--- src/rtl/queue_nm_pkg.sv ---
// Shared defaults and helpers for the queue_nm block and its lshfn_fixed leaf.
package queue_nm_pkg;
  localparam int DEF_M_WIDTH  = 16;
  localparam int DEF_N_WIDTH  = 16;
  localparam int DEF_Q_LENGTH = 16;
  localparam int DEF_SHF_AMNT = 2;

  // The count has to represent every value from 0 through depth inclusive.
  function automatic int cnt_width(int depth);
    return $clog2(depth) + 1;
  endfunction
endpackage

--- src/rtl/queue_nm.sv ---
// FIFO of {M, N} entries. Every occupied M field is exposed and can be rewritten in place.
// Storage is a shift register, so position 0 always holds the head.
module queue_nm
  import queue_nm_pkg::*;
#(
  parameter int M_WIDTH  = DEF_M_WIDTH,
  parameter int N_WIDTH  = DEF_N_WIDTH,
  parameter int Q_LENGTH = DEF_Q_LENGTH
) (
  input  logic                         clk,
  input  logic                         clr,
  input  logic [M_WIDTH-1:0]           m_din,
  input  logic [N_WIDTH-1:0]           n_din,
  input  logic                         wr,
  input  logic                         rd,
  input  logic [Q_LENGTH-1:0]          modify_vector,
  input  logic [M_WIDTH*Q_LENGTH-1:0]  new_m_vector,
  output logic [M_WIDTH*Q_LENGTH-1:0]  old_m_vector,
  output logic [M_WIDTH+N_WIDTH-1:0]   dout,
  output logic                         full,
  output logic                         empty
);
  localparam int CW = cnt_width(Q_LENGTH);

  logic [CW-1:0]      count_q, count_d, tail;
  logic               pop, push;
  logic [M_WIDTH-1:0] m_q [Q_LENGTH];
  logic [M_WIDTH-1:0] m_d [Q_LENGTH];
  logic [M_WIDTH-1:0] upd_m [Q_LENGTH];
  logic [N_WIDTH-1:0] n_q [Q_LENGTH];
  logic [N_WIDTH-1:0] n_d [Q_LENGTH];

  assign empty   = (count_q == '0);
  assign full    = (count_q == CW'(Q_LENGTH));
  assign pop     = rd && !empty;
  assign push    = wr && !full;
  assign tail    = count_q - CW'(pop);
  assign count_d = tail + CW'(push);

  assign dout = empty ? '0 : {m_q[0], n_q[0]};

  genvar g;
  for (g = 0; g < Q_LENGTH; g++) begin : g_entry
    logic valid;
    assign valid = (count_q > CW'(g));
    assign upd_m[g] = (valid && modify_vector[g]) ? new_m_vector[g*M_WIDTH +: M_WIDTH] : m_q[g];
    assign old_m_vector[g*M_WIDTH +: M_WIDTH] = valid ? m_q[g] : '0;
  end

  // Modified values move down with the pop; the popped head's update is simply dropped.
  for (g = 0; g < Q_LENGTH; g++) begin : g_next
    logic [M_WIDTH-1:0] shf_m;
    logic [N_WIDTH-1:0] shf_n;
    if (g < Q_LENGTH - 1) begin : g_mid
      assign shf_m = pop ? upd_m[g+1] : upd_m[g];
      assign shf_n = pop ? n_q[g+1]   : n_q[g];
    end else begin : g_last
      assign shf_m = upd_m[g];
      assign shf_n = n_q[g];
    end
    assign m_d[g] = (push && tail == CW'(g)) ? m_din : shf_m;
    assign n_d[g] = (push && tail == CW'(g)) ? n_din : shf_n;
  end

  always_ff @(posedge clk or negedge clr) begin
    if (!clr) count_q <= '0;
    else      count_q <= count_d;
  end

  // Payload needs no reset: every output masks positions at or beyond count_q.
  always_ff @(posedge clk) begin
    for (int i = 0; i < Q_LENGTH; i++) begin
      m_q[i] <= m_d[i];
      n_q[i] <= n_d[i];
    end
  end
endmodule

--- config.mk ---
export PLATFORM = sky130hd
export DESIGN_NAME = queue_nm
export DESIGN_NICKNAME = d
export VERILOG_FILES = /design/src/rtl/queue_nm_pkg.sv /design/src/rtl/queue_nm.sv
export SDC_FILE = /design/constraint.sdc
export NUM_CORES = 1
export LEC_CHECK = 0
export CAP_MARGIN = 20
export CORE_UTILIZATION = 40
export CTS_CLUSTER_DIAMETER = 30
export CTS_CLUSTER_SIZE = 8
export DETAILED_ROUTE_END_ITERATION = 10
export GPL_ROUTABILITY_DRIVEN = 1
export GPL_TIMING_DRIVEN = 0
export MAX_ROUTING_LAYER = met4
export PLACE_DENSITY = 0.66
export SLEW_MARGIN = 40
export SYNTH_ARGS = -nofsm -noshare
export SYNTH_HDL_FRONTEND = slang
export SYNTH_SLANG_ARGS = --single-unit
--- constraint.sdc ---
create_clock -name clk -period 13.2 [get_ports clk]
set_input_delay 1.98 -clock clk [delete_from_list [all_inputs] [get_ports clk]]
set_output_delay 1.98 -clock clk [all_outputs]
set_load 0.02 [all_outputs]
[After elaboration in Yosys (flattened, before gate mapping)]
Memories as Yosys holds them, arrays and structs flattened.
Index checks and enable logic that the tools add are counted.
Storage, ports and cells
  register bits: 5
  RAM bits: 512
  input bits: 308
  output and inout bits: 290
  logic and storage cells: 170
  memories kept: 2
Memory list
  m_q: words 16, bits a word 16, read ports 16, clocked after memory_dff 0, wr ports 16, line queue_nm.sv:27  | logic [M_WIDTH-1:0] m_q [Q_LENGTH];
  n_q: words 16, bits a word 16, read ports 16, clocked after memory_dff 0, wr ports 16, line queue_nm.sv:30  | logic [N_WIDTH-1:0] n_q [Q_LENGTH];
Cells by class
  add/subtract/negate cells: 2
  magnitude comparators: 16
  equality and inequality tests: 16
  multiplexer cells: 95
  reduce and logical (&&, ||, !) cells: 38
Operators with widths (number)
  two-way mux 16 bit: 94
  equality test 5 x 4 -> 1 bit, second input constant: 8
  > comparator 5 x 4 -> 1 bit, second input constant: 8
  logical AND 1 bit: 34
  two-way mux 32 bit: 1
  equality test 5 x 3 -> 1 bit, second input constant: 4
  > comparator 5 x 3 -> 1 bit, second input constant: 4
  equality test 5 x 2 -> 1 bit, second input constant: 2
  > comparator 5 x 1 -> 1 bit, second input constant: 2
  > comparator 5 x 2 -> 1 bit, second input constant: 2
  logical NOT 5 bit: 2
  adder 5 x 1 -> 5 bit: 1
  equality test 5 x 1 -> 1 bit, second input constant: 1
  equality test 5 bit, second input constant: 1
  subtractor 5 x 1 -> 5 bit: 1
  logical NOT 1 bit: 2

[Depth between registers and ports, before layout]
Gate-level depths: netlist of the first run.
  word-level depth: 7
  mapped depth: 15
  gate-level depth less buffers: 10

[Least setup slack after synthesis of the first run]
OpenSTA, ideal clock, no wires.
  path type: input port to flip-flop
  from: in rd
  to: mem n_q[0][112] in the netlist's numbering, enable pin
  library setup time: 0.411 ns
  data arrival time: 4.986 ns
  required time: 12.789 ns
  slack: 7.803 ns
  stages: 11
  buffers on the path: 3
  cell sequence: o31ai_2 buf_4 inv_2 buf_6 buf_2 ha_1 ha_1 nor3b_2 xnor2_4 nand4_4 o21ai_0
RTL lines
  start, declared: line queue_nm.sv:15  | input logic rd,
  end, declared: line queue_nm.sv:30

[Final worst setup path of the first run]
  from: reg count_q[4]
  to: out old_m_vector[166]
On the way
  longest elaborated chain between the ends: 2
Ends and longest elaborated chain
  start, declared: line queue_nm.sv:25  | logic [CW-1:0] count_q, count_d, tail;
  start signal, assigned: line queue_nm.sv:67  | else count_q <= count_d;
  > comparator 5 x 4 -> 1 bit: line queue_nm.sv:45  | assign valid = (count_q > CW'(g));
  two-way mux 16 bit: line queue_nm.sv:47  | assign old_m_vector[g*M_WIDTH +: M_WIDTH] = valid ? m_q[g] : '0;
  end, declared: line queue_nm.sv:18  | output logic [M_WIDTH*Q_LENGTH-1:0] old_m_vector,
No other way between the ends.

==> results of run 1 <==
state kept, by name, indices dropped and copies added, names as in the netlist:
signal and flops:
m_q 256, n_q 256, count_q 5
cell type report:
class | count | area [sq um]
multi-input combinational | 1604 | 13100
clock buffer | 178 | 3770
buffer | 220 | 1190
fill | 5599 | 28300
tap | 873 | 1090
timing repair buffer | 612 | 6110
antenna | 14 | 35.0
inverter | 23 | 86.3
clock inverter | 62 | 697
sequential | 517 | 13100
path summary, 6_finish.rpt:
kind / slack, ns / to / cells after the start
max in group asynchronous: 11.49 / count_q[3]$_DFF_PN0_ / 1
worst min register to register: 0.51 / n_q[1][103]$_DFFE_PP_ / 1
worst max-delay path: 6.65 / old_m_vector[166] / 7
worst min-delay path: 0.51 / n_q[1][103]$_DFFE_PP_ / 1
worst max register to register: 8.10 / n_q[1][47]$_DFFE_PP_ / 15
min in group asynchronous: 1.51 / count_q[4]$_DFF_PN0_ / 1
where the power goes:
part | internal (W) | switching (W) | leakage [nW] | total [W]
clock network | 0.00222 | 0.00101 | 2.18 | 0.00323
registers | 0.00243 | 0.000335 | 4.74 | 0.00276
logic | 0.00228 | 0.00304 | 8.09 | 0.00532
total | 0.00692 | 0.00439 | 15.0 | 0.0113
Yosys cell counts, types with 5 or more instances:
cell type  count  area (sq um)
a22o_1        83           727
or2_2          6          37.5
a21oi_1      135           676
and2_1       129           807
a31oi_1       45           282
nor2_1         8          30.0
buf_2         70           350
a32o_1        30           300
mux2_2       309          3480
inv_1         22          82.6
dfrtp_1        5           125
clkbuf_1      92           345
edfxtp_1     272          8170
o21ai_0       30           150
buf_6          7          78.8
dfxtp_1      240          4800
o21ai_1        5          25.0
nand2b_1       7          43.8
mux2i_1      307          3070
buf_4         48           360
nor2b_1      143           895
mux2_1        58           653
and3_1        32           200
and2b_1        5          37.5
nor2_2        11          68.8
nand2_1      165           619
a211oi_1      47           353
metrics by stage:
step	util (%)	worst slack [ns]	power [W]	std cells	instance area, sq um
floorplan	-	7.80	0.00555	2364	27400
global placement	51.1	5.98	0.00789	3834	34500
detailed placement	51.4	6.68	0.00797	3848	34700
CTS	58.0	6.80	0.0112	4088	39200
global route	58.1	6.61	0.0117	4101	39200
finish	58.1	6.65	0.0113	4103	39200
logic make-up after synthesis:
family / after synthesis / synth area share (%)
AND/OR/NAND/NOR: 524 / 10.8
XOR/XNOR: 5 / 0.228
buffers and inverters: 243 / 4.59
multiplexers: 674 / 26.3
AO/OA/AOI/OAI: 397 / 10.1
adder cells (fa/ha/maj): 4 / 0.183
flip-flops: 517 / 47.8
routing by layer:
layer / up-vias / track usage (%) / wire length, um / share of wire, %
met2: 1318 / 59.0 / 59600 / 46
met5: - / - / 0 / 0
met4: 0 / 20.9 / 7790 / 6.0
met1: 11700 / 44.0 / 51200 / 40
li1: 10200 / - / - / -
met3: 361 / 8.98 / 10300 / 8.0
==> flow_summary.ini, run 1 <==
[timing]
slew_headroom_pct = 43.2
min_period_ns = 6.55
grt_setup_unrepaired = false
finalHoldViolCount = 0
holdWs_ns = 0.513
final.setup.tns_ns = 0
slew_viol_final = 0
fin_skew_ns = 0.0290
worstMarginPinSlew_ns = 0.852
post-route-period-util_pct = 49.6
finalSetupViolations = 0
fmax_ghz = 0.153

[power]
peakVddDrop_mv = 0.149
power.density_nw_per_um2 = 288
leakage_nw = 15.0

[place]
gp_congestion = 1.06
dp_hpwl_mm = 103
numPortBuffers = 597

[clocking]
cts_tree = built
cts_buffers = 134
htreeDepth = 4
cts.sinks = 517
postCtsHoldBufs = 0
post_cts_buffers = 0
clockBufferDepth = 3
cts_root_buf = clkbuf_16
cts_resized = 0
clkSlewWorstSetupHoldPaths_ns = 0.05
insertion_delay_ns = 0.72

[floorplanning]
die_x_um = 264
start_util_pct = 40.6
die_h_um = 264
io_pins = 598
num_rows = 95
die_area_sq_um = 69500
core_area_sq_um = 67500

[global_route]
grt_first_pass_wirelength_mm = 179
antenna_found_initial = 16
grt_pass1_vias = 24400
grt_max_degree = 26
grt.total_usage_pct = 37.5
overflow = 0

[route]
avgViaCountPerCell = 5.76
ant_nets = 0
drc_errors = 0
drt-total-wl_mm = 129
vias = 23600
drtPass1Iterations = 6
wl_per_cell_um = 31.4
drt-initial-drc-count = 2054

[logic_synthesis]
syn_nets = 2676
async_reset_ff_share_pct = 0.967
syn_inst = 2364
ys_seq_area_share_pct = 47.8
ys.flop_type = edfxtp_1
syn_area_sq_um = 27400
postSynthAreaPerCell_sq_um = 11.6
yosysUniqueCellTypes = 60
synth-seq-cells = 517
yosys_warnings = 0
synth_edf_count = 272

[worst_setup_path]
cp_num_buf_inv = 5
cp_top_family = buffers and inverters
critPathLaunch = count_q[4]$_DFF_PN0_
worst_path_most_repeated_cell = clkbuf_1
critPathKind = register to output pin
crit_fanout = 10
start_kind = register
timing.rr.start = count_q[2]$_DFF_PN0_
cp_data_arrival_time_ns = 4.57
slowest_delay_ns = 0.72
worstPathRequired_ns = 11.22
end_kind = output pin
crit_path_cell_trace = buf_6 > buf_2 > clkbuf_1 > nor2_1 > clkbuf_1 > nor2b_1 > clkdlybuf4s50_1
cpMaxStageDelayCell = clkdlybuf4s50_1

[worst_hold_path]
min_from = n_q[1][119]$_DFFE_PP_
min_path_type = register to register

[finish]
nNetsFinal = 3424
final_cell_mix = clkdlybuf4s50_1 (597), mux2_2 (309), mux2i_1 (307), edfxtp_1 (272), dfxtp_1 (240)
layout-drive-gt1-share_pct = 22.9
syn_to_final_growth_pct = 43.1
final_common_cell = clkdlybuf4s50_1

[run]
cap_violations = 0

[status]
status = finished, final reports clean
(Power assumes the default switching activity.)
==> inputs of run 2 (changes only) <==
Clock period 13.2 ns to 6.3 ns, I/O delays scaled along.
==> results of run 2 <==
Same layout as run 1 (identical final DEF). Status: finished, final reports clean.
Among the figures that moved: setup slack after placement 6.68 ns -> 0.811 ns; clock-pin slew on the worst setup and hold paths 0.05 ns -> 0.04 ns; setup slack after layout 6.65 ns -> 0.783 ns; hold slack 0.513 ns -> 0.473 ns; register-to-register setup slack 8.10 ns -> 1.20 ns; total power 0.0113 W -> 0.0237 W; worst IR drop on VDD 0.149 mV -> 0.311 mV
